==> src/rtl/nibble_serial_adder.sv <==
// Sequential WIDTH-bit adder/subtractor: one 4-bit carry look-ahead slice per cycle,
// LSB nibble first, with valid/ready handshakes on operands and result.
module nibble_serial_adder #(
    parameter int unsigned WIDTH = 16
) (
    input  logic             clk,
    input  logic             rst,
    input  logic             in_valid,
    output logic             in_ready,
    input  logic [WIDTH-1:0] a,
    input  logic [WIDTH-1:0] b,
    input  logic             cin,
    input  logic             sub,
    output logic             out_valid,
    input  logic             out_ready,
    output logic [WIDTH-1:0] sum,
    output logic             cout,
    output logic             ovf
);

    localparam int unsigned NIB   = WIDTH / 4;
    localparam int unsigned IDX_W = (NIB > 1) ? $clog2(NIB) : 1;

    typedef enum logic [1:0] {
        S_IDLE = 2'd0,
        S_RUN  = 2'd1,
        S_DONE = 2'd2
    } state_t;

    state_t             r_state;
    state_t             w_state_nxt;
    logic               w_accept;
    logic               w_last;
    logic [5:0]         w_slice;

    logic [WIDTH-1:0]   r_a;
    logic [WIDTH-1:0]   r_b;
    logic [WIDTH-1:0]   r_res;
    logic               r_carry;
    logic [IDX_W-1:0]   r_idx;
    logic               r_in_ready;
    logic               r_out_valid;
    logic [WIDTH-1:0]   r_sum;
    logic               r_cout;
    logic               r_ovf;

    // 4-bit CLA slice; returns {carry out, carry into bit 3, sum nibble}
    function automatic logic [5:0] cla4(input logic [3:0] x, input logic [3:0] y,
                                        input logic c0);
        logic [3:0] g;
        logic [3:0] p;
        logic       c1, c2, c3, c4;
        g  = x & y;
        p  = x ^ y;
        c1 = g[0] | (p[0] & c0);
        c2 = g[1] | (p[1] & g[0]) | (p[1] & p[0] & c0);
        c3 = g[2] | (p[2] & g[1]) | (p[2] & p[1] & g[0]) | (p[2] & p[1] & p[0] & c0);
        c4 = g[3] | (p[3] & g[2]) | (p[3] & p[2] & g[1]) | (p[3] & p[2] & p[1] & g[0])
           | (p[3] & p[2] & p[1] & p[0] & c0);
        return {c4, c3, p ^ {c3, c2, c1, c0}};
    endfunction

    // Operand registers shift right each RUN cycle, so the active nibble is always [3:0]
    assign w_slice = cla4(r_a[3:0], r_b[3:0], r_carry);
    assign w_last  = (r_idx == IDX_W'(NIB - 1));

    always_comb begin
        w_state_nxt = r_state;
        w_accept    = 1'b0;
        case (r_state)
            S_IDLE: begin
                if (in_valid) begin
                    w_accept    = 1'b1;
                    w_state_nxt = S_RUN;
                end
            end
            S_RUN: begin
                if (w_last) begin
                    w_state_nxt = S_DONE;
                end
            end
            S_DONE: begin
                if (out_ready) begin
                    w_state_nxt = S_IDLE;
                end
            end
            default: w_state_nxt = S_IDLE;
        endcase
    end

    always_ff @(posedge clk) begin
        if (rst) begin
            r_state     <= S_IDLE;
            r_in_ready  <= 1'b1;
            r_out_valid <= 1'b0;
            r_a         <= '0;
            r_b         <= '0;
            r_res       <= '0;
            r_carry     <= 1'b0;
            r_idx       <= '0;
            r_sum       <= '0;
            r_cout      <= 1'b0;
            r_ovf       <= 1'b0;
        end else begin
            r_state     <= w_state_nxt;
            r_in_ready  <= (w_state_nxt == S_IDLE);
            r_out_valid <= (w_state_nxt == S_DONE);

            if (w_accept) begin
                r_a     <= a;
                r_b     <= sub ? ~b : b;
                r_carry <= sub ? 1'b1 : cin;
                r_idx   <= '0;
                r_res   <= '0;
            end

            // Result nibbles enter from the top; after NIB shifts nibble 0 sits at [3:0]
            if (r_state == S_RUN) begin
                r_a     <= r_a >> 4;
                r_b     <= r_b >> 4;
                r_carry <= w_slice[5];
                r_res   <= {w_slice[3:0], r_res[WIDTH-1:4]};
                if (w_last) begin
                    r_sum  <= {w_slice[3:0], r_res[WIDTH-1:4]};
                    r_cout <= w_slice[5];
                    r_ovf  <= w_slice[5] ^ w_slice[4];
                end else begin
                    r_idx <= r_idx + IDX_W'(1);
                end
            end
        end
    end

    assign in_ready  = r_in_ready;
    assign out_valid = r_out_valid;
    assign sum       = r_sum;
    assign cout      = r_cout;
    assign ovf       = r_ovf;

endmodule
==> config.mk <==
export PLATFORM = sky130hd
export DESIGN_NAME = nibble_serial_adder
export DESIGN_NICKNAME = d
export VERILOG_FILES = /design/src/rtl/nibble_serial_adder.sv
export SDC_FILE = /design/constraint.sdc
export NUM_CORES = 1
export LEC_CHECK = 0
export BUFFER_PORTS_ARGS = -buffer_cell sky130_fd_sc_hd__buf_2
export CAP_MARGIN = 20
export CORE_ASPECT_RATIO = 1.1
export CORE_UTILIZATION = 54
export CTS_CLUSTER_SIZE = 16
export DETAILED_ROUTE_END_ITERATION = 16
export GPL_ROUTABILITY_DRIVEN = 0
export PLACE_DENSITY_LB_ADDON = 0.1
export SLEW_MARGIN = 20
export SYNTH_ARGS = -nofsm -noshare
export SYNTH_HDL_FRONTEND = slang
export SYNTH_SLANG_ARGS = --single-unit
==> constraint.sdc <==
create_clock -name clk -period 1.8 [get_ports clk]
set_input_delay 0.18 -clock clk [delete_from_list [all_inputs] [get_ports clk]]
set_output_delay 0.18 -clock clk [all_outputs]
set_load 0.02 [all_outputs]
## After elaboration in Yosys (flattened, before gate mapping)

Cells that the tools add are included.

| operators by class | value |
|---|---|
| order comparisons | 0 |
| shift operators | 0 |
| multiply operators | 0 |
| reduce and logical (&&, ||, !) cells | 5 |
| multiplexer cells | 19 |
| div/mod/pow operators | 0 |
| bitwise logic cells | 31 |
| $add $sub $neg | 1 |
| equality and inequality tests | 4 |

Operators by type and width:

| operator | number |
|---|---|
| two-way mux 12 bit | 4 |
| two-way mux 16 bit | 3 |
| AND 1 bit | 16 |
| NOT 16 bit | 1 |
| two-way mux 2 bit | 6 |
| OR 1 bit | 10 |
| bitwise XOR 4 bit | 2 |
| equality test 2 bit (second input constant) | 3 |
| one-hot mux 2 bit (3 select lines) | 1 |
| two-way mux 1 bit | 5 |
| AND 4 bit | 1 |
| logical NOT 2 bit | 2 |
| adder 2 x 1 -> 2 bit (second input constant) | 1 |
| equality test 2 x 1 -> 1 bit (second input constant) | 1 |
| AND reduction 2 bit | 1 |
| nonzero test 2 bit | 1 |
| OR reduction 2 bit | 1 |
| bitwise XOR 1 bit | 1 |

| word-level totals | value |
|---|---|
| memories kept | 0 |
| memory bits (writable) | 0 |
| flip-flop bits (word level) | 73 |
| bits in latches | 0 |
| output and inout bits | 20 |
| ROM bits | 0 |

## Logic depth before layout (Yosys ltp)

| logic depth | value |
|---|---|
| word-level depth | 7 |
| gate-level depth with buffers | 7 |
| gate-level depth less buffers | 5 |

## Worst setup path before layout

Ideal clock, no wire load.

| path | value |
|---|---|
| path kind | register to register |
| from | reg r_a[0] |
| to | reg r_cout (netlist: cout) |
| setup time | 0.132 ns |
| stages on the path, launching flop included | 6 |
| data arrival time | 1.389 ns |
| clock period less this slack | 1.521 ns |
| data required time | 1.668 ns |
| slack | 0.279 ns |
| cell sequence | dfxtp_1 > ha_1 > a211oi_1 > o21bai_1 > a211oi_1 > nor3_1 |

| on the way | value |
|---|---|
| cells in the longest elaborated chain, start to end | 4 |
| elaborated cells on any way between the ends | 7 |
| those cells by class | bitwise: 7 |

RTL lines:

| element | RTL line | text |
|---|---|---|
| start: declaration | 36 | `logic [WIDTH-1:0] r_a;` |
| start signal: assignment | 119 | `r_a <= r_a >> 4;` |
| AND 4 bit or bitwise XOR 4 bit (tied branches) | 53, 54 |  |
| AND 1 bit (on tied branches) | 58, 59 |  |
| OR 1 bit or AND 1 bit (tied branches) | 58, 59 |  |
| OR 1 bit (*) | 59 | `\| (p[3] & p[2] & p[1] & p[0] & c0);` |
| end signal: assignment | 125 | `r_cout <= w_slice[5];` |
| end: declaration | 44 | `logic r_cout;` |

Every way passes the cells marked *; elsewhere a longest branch is shown, timed or not.
A chain may end at the register's enable or synchronous reset.

## Final worst setup path

| path | value |
|---|---|
| from | reg r_a[0] |
| to | reg r_res[15] |

| on the way | value |
|---|---|
| cells in the longest elaborated chain, start to end | 6 |
| elaborated cells on any way between the ends | 9 |
| those cells by class | mux: 1; bitwise: 8 |

RTL lines:

| element | RTL line | text |
|---|---|---|
| AND 4 bit or bitwise XOR 4 bit (tied branches) | 53, 54 |  |
| AND 1 bit | 57 | `c3 = g[2] \| (p[2] & g[1]) \| (p[2] & p[1] & g[0]) \| (p[2] & p[1] & p[0] & c0);` |
| OR 1 bit or AND 1 bit (tied branches) | 57 |  |
| OR 1 bit (*) | 57 |  |
| bitwise XOR 4 bit (*) | 60 | `return {c4, c3, p ^ {c3, c2, c1, c0}};` |
| two-way mux 16 bit (*) | 118 | `if (r_state == S_RUN) begin` |
| end signal: assignment | 122 | `r_res <= {w_slice[3:0], r_res[WIDTH-1:4]};` |
| end: declaration | 38 | `logic [WIDTH-1:0] r_res;` |

Marks and branches as above.

==> impl_metrics.py <==
metrics = {
    "synth": {
        "synthFlopType": "dfxtp_1",
        "postSynthCellCount": 328,
        "syn_area_per_cell_um2": 8.79,
        "ys_seq_area_frac": 0.479,
        "synth-edff-count": 0,
        "synth.distinct_cells": 34,
        "yosys.area_share.simple": 0.195,
        "synth_area_leaders": "dfxtp_1 48%, nor2_1 8.3%, a222oi_1 4.2%",
        "synth.top_cell.area_share": 0.479,
        "synth_area_um2": 2880,
        "synth-seq-cells": 69,
        "yosys_warnings": 0,
        "async_flop_share": 0,
        "synth_nets": 372,
        "synth_xor_area_frac": 0.0547,
        "synth_top_family_by_area": "simple AND/OR/NAND/NOR gates",
        "yosys.area.top_type": "dfxtp_1",
        "synth.area.mux_share": 0.0174,
        "synth_adder_area_share": 0.0286,
        "synth_compound_area_frac": 0.176,
    },
    "final_layout": {
        "drive_gt1_frac": 0.217,
        "diodes": 0,
        "areaGrowthSynthToFinish_pct": 17.5,
        "num-nets-final": 425,
        "finalInstanceArea_um2": 3390,
    },
    "pwr": {
        "clkPwrFrac": 0.369,
        "netSwitchingFraction": 0.245,
        "p_leak_nw": 1.45,
        "ir_drop_mv": 0.737,
        "intPower_mw": 2.49,
        "power_frac_seq": 0.501,
        "combPwrFrac": 0.130,
        "power_density_nw_per_um2": 974,
        "p_switching_mw": 0.809,
    },
    "timing": {
        "whs_ns": 0.0823,
        "finalCritPeriodShare": 0.922,
        "fin_crit_ns": 1.66,
        "worst_pin_slew_ns": 0.460,
        "slew_headroom": 0.693,
        "grt_setup_unrepaired": "no",
        "finalHoldViolCount": 0,
        "finalSetupViolations": 0,
        "setup_tns_ns": 0,
        "skew_ns": 0.00680,
        "fmax_mhz": 602,
        "slew_viol_final": 0,
    },
    "floorplanning": {
        "die_w_um": 71.7,
        "dieHeight_um": 78.6,
        "num_io_pins": 58,
        "std_cell_rows": 27,
        "start_util": 0.569,
        "design.core.area_um2": 5070,
        "die_area_um2": 5640,
    },
    "clock_tree": {
        "cts_root_buf": "clkbuf_8",
        "cts_sinks": 69,
        "insertion_delay_ns": 0.33,
        "cts_setup_buffers": 0,
        "cts_tree": "done",
        "cts_max_level": 3,
        "hold_buffers": 0,
        "cts_resized": 0,
        "numCtsBuffers": 9,
        "cts_buffer_depth": 2,
        "path_clk_slew_ns": 0.07,
    },
    "status": {
        "status": "finished clean",
    },
    "worst_hold_path": {
        "hold_path_depth": 3,
        "hp-class": "in -> reg",
    },
    "routing": {
        "drtIter0Drc": 166,
        "drt-total-wl_um": 6030,
        "drc": 0,
        "via_per_inst": 5.54,
        "ant_nets": 0,
        "num_vias": 2445,
        "wire_per_inst_um": 13.7,
        "drt_pass1_iterations": 5,
    },
    "global_route": {
        "grt_max_degree": 29,
        "grt_pass1_wl_um": 9880,
        "grtUsageTotal": 0.229,
        "grt_pass1_vias": 2168,
        "antenna_found_initial": 0,
        "grt-ovfl-total": 0,
    },
    "worst_setup_path": {
        "cp-end-kind": "flip-flop",
        "critPathLaunchType": "flip-flop",
        "crit_type": "reg -> reg",
        "crit_required_ns": 2.04,
        "cp.arrival_ns": 1.90,
        "crit_path_max_fanout": 4,
        "rr_worst_depth": 5,
    },
    "placed_design": {
        "port_buffers": 57,
        "postPlaceCellArea_um2": 3200,
        "dp_hpwl_um": 4140,
    },
    "flow_run": {
        "cap_violations": 0,
    },
}
[logic make-up after synthesis]
group	Yosys count
adders and majority gates	6
buffers and inverters	30
muxes	5
DFF	69
AOI/OAI and AO/OA	71
xor gates and xnor gates	18
and+or+nand+nor	129
[metal layers]
metal  vias up  wire, um  GRT usage
met1      1135      2670      0.280
met5         -         0          0
met3         6       270     0.0629
li1       1240         -          -
met4         0        60      0.106
met2        64      3020      0.372
[through the flow]
| step | util | worst slack, ns | power, mW | std cells |
|---|---|---|---|---|
| CTS | 0.668 | 0.137 | 3.33 | 441 |
| global route | 0.668 | 0.0199 | 3.45 | 441 |
| floorplan | - | 0.279 | 1.99 | 328 |
| global placement | 0.632 | 0.205 | 2.10 | 428 |
| finish | 0.668 | 0.140 | 3.30 | 441 |
| detailed placement | 0.632 | 0.159 | 2.12 | 428 |
[worst max-delay path: stages, from the launching register on]
cell	delay (ns)
dfxtp_1	0.34
ha_1	0.31
a211oi_1	0.30
o21bai_1	0.21
xnor2_1	0.18
o31ai_1	0.21
[cell usage in the layout (no fill, tap or decap), types with 2 or more instances in the layout]
master / n
dfxtp_1: 69
nor2_1: 64
buf_2: 57
nand2_1: 31
a21oi_1: 20
nor3_1: 14
xor2_1: 13
a222oi_1: 12
buf_4: 12
a22oi_1: 11
clkbuf_8: 11
o22ai_1: 8
nor2b_1: 8
a211oi_1: 8
a2bb2oi_1: 5
xnor2_1: 5
mux2i_1: 5
ha_1: 5
inv_1: 3
nand2b_1: 3
o21bai_1: 2
nand3_1: 2
nand3b_1: 2
o31ai_1: 2
[area by class of cell]
type,instances,area [um^2]
multi-input cells,229,1360
well taps,58,72.6
inverters,3,11.3
flip-flops and latches,69,1380
repair buffers,69,375
fillers,444,1680
clock inverters,2,35.0
clock buffers,11,151
[power by group through the flow]
stage / clock network (mW) / registers (mW) / logic [mW]
6_report: 1.22 / 1.65 / 0.430
5_1_grt: 1.31 / 1.66 / 0.482
4_1_cts: 1.24 / 1.65 / 0.433
3_5_place_dp: 0 / 1.69 / 0.430
3_3_place_gp: 0 / 1.68 / 0.421
2_1_floorplan: 0 / 1.68 / 0.317
[Yosys cell counts, types with 2 or more instances]
cell       count
dfxtp_1       69
nor2_1        64
nand2_1       31
a21oi_1       20
nor3_1        14
xor2_1        13
a222oi_1      12
a22oi_1       11
buf_2         11
clkbuf_1      11
a211oi_1       8
nor2b_1        8
o22ai_1        8
a2bb2oi_1      5
ha_1           5
mux2i_1        5
xnor2_1        5
buf_4          4
inv_1          3
nand2b_1       3
nand3_1        2
nand3b_1       2
o21bai_1       2
o31ai_1        2
[worst paths after layout]
kind | from | to | slack [ns]
worst max register to register | r_a[0] | r_res[15] | 0.14
worst max-delay path | r_a[0] | r_res[15] | 0.14
worst min register to register | sum[1] | sum[1] | 0.45
worst min-delay path | a[13] | r_a[13] | 0.08
[flip-flops by register name, summed over array words and instances (netlist names)]
signal and cells:
ovf 1, r_state 2, out_valid 1, cout 1, r_res 12, r_idx 2, r_a 16, r_b 16
in_ready 1, sum 16, r_carry 1
Power figures use the tool's default switching activity.
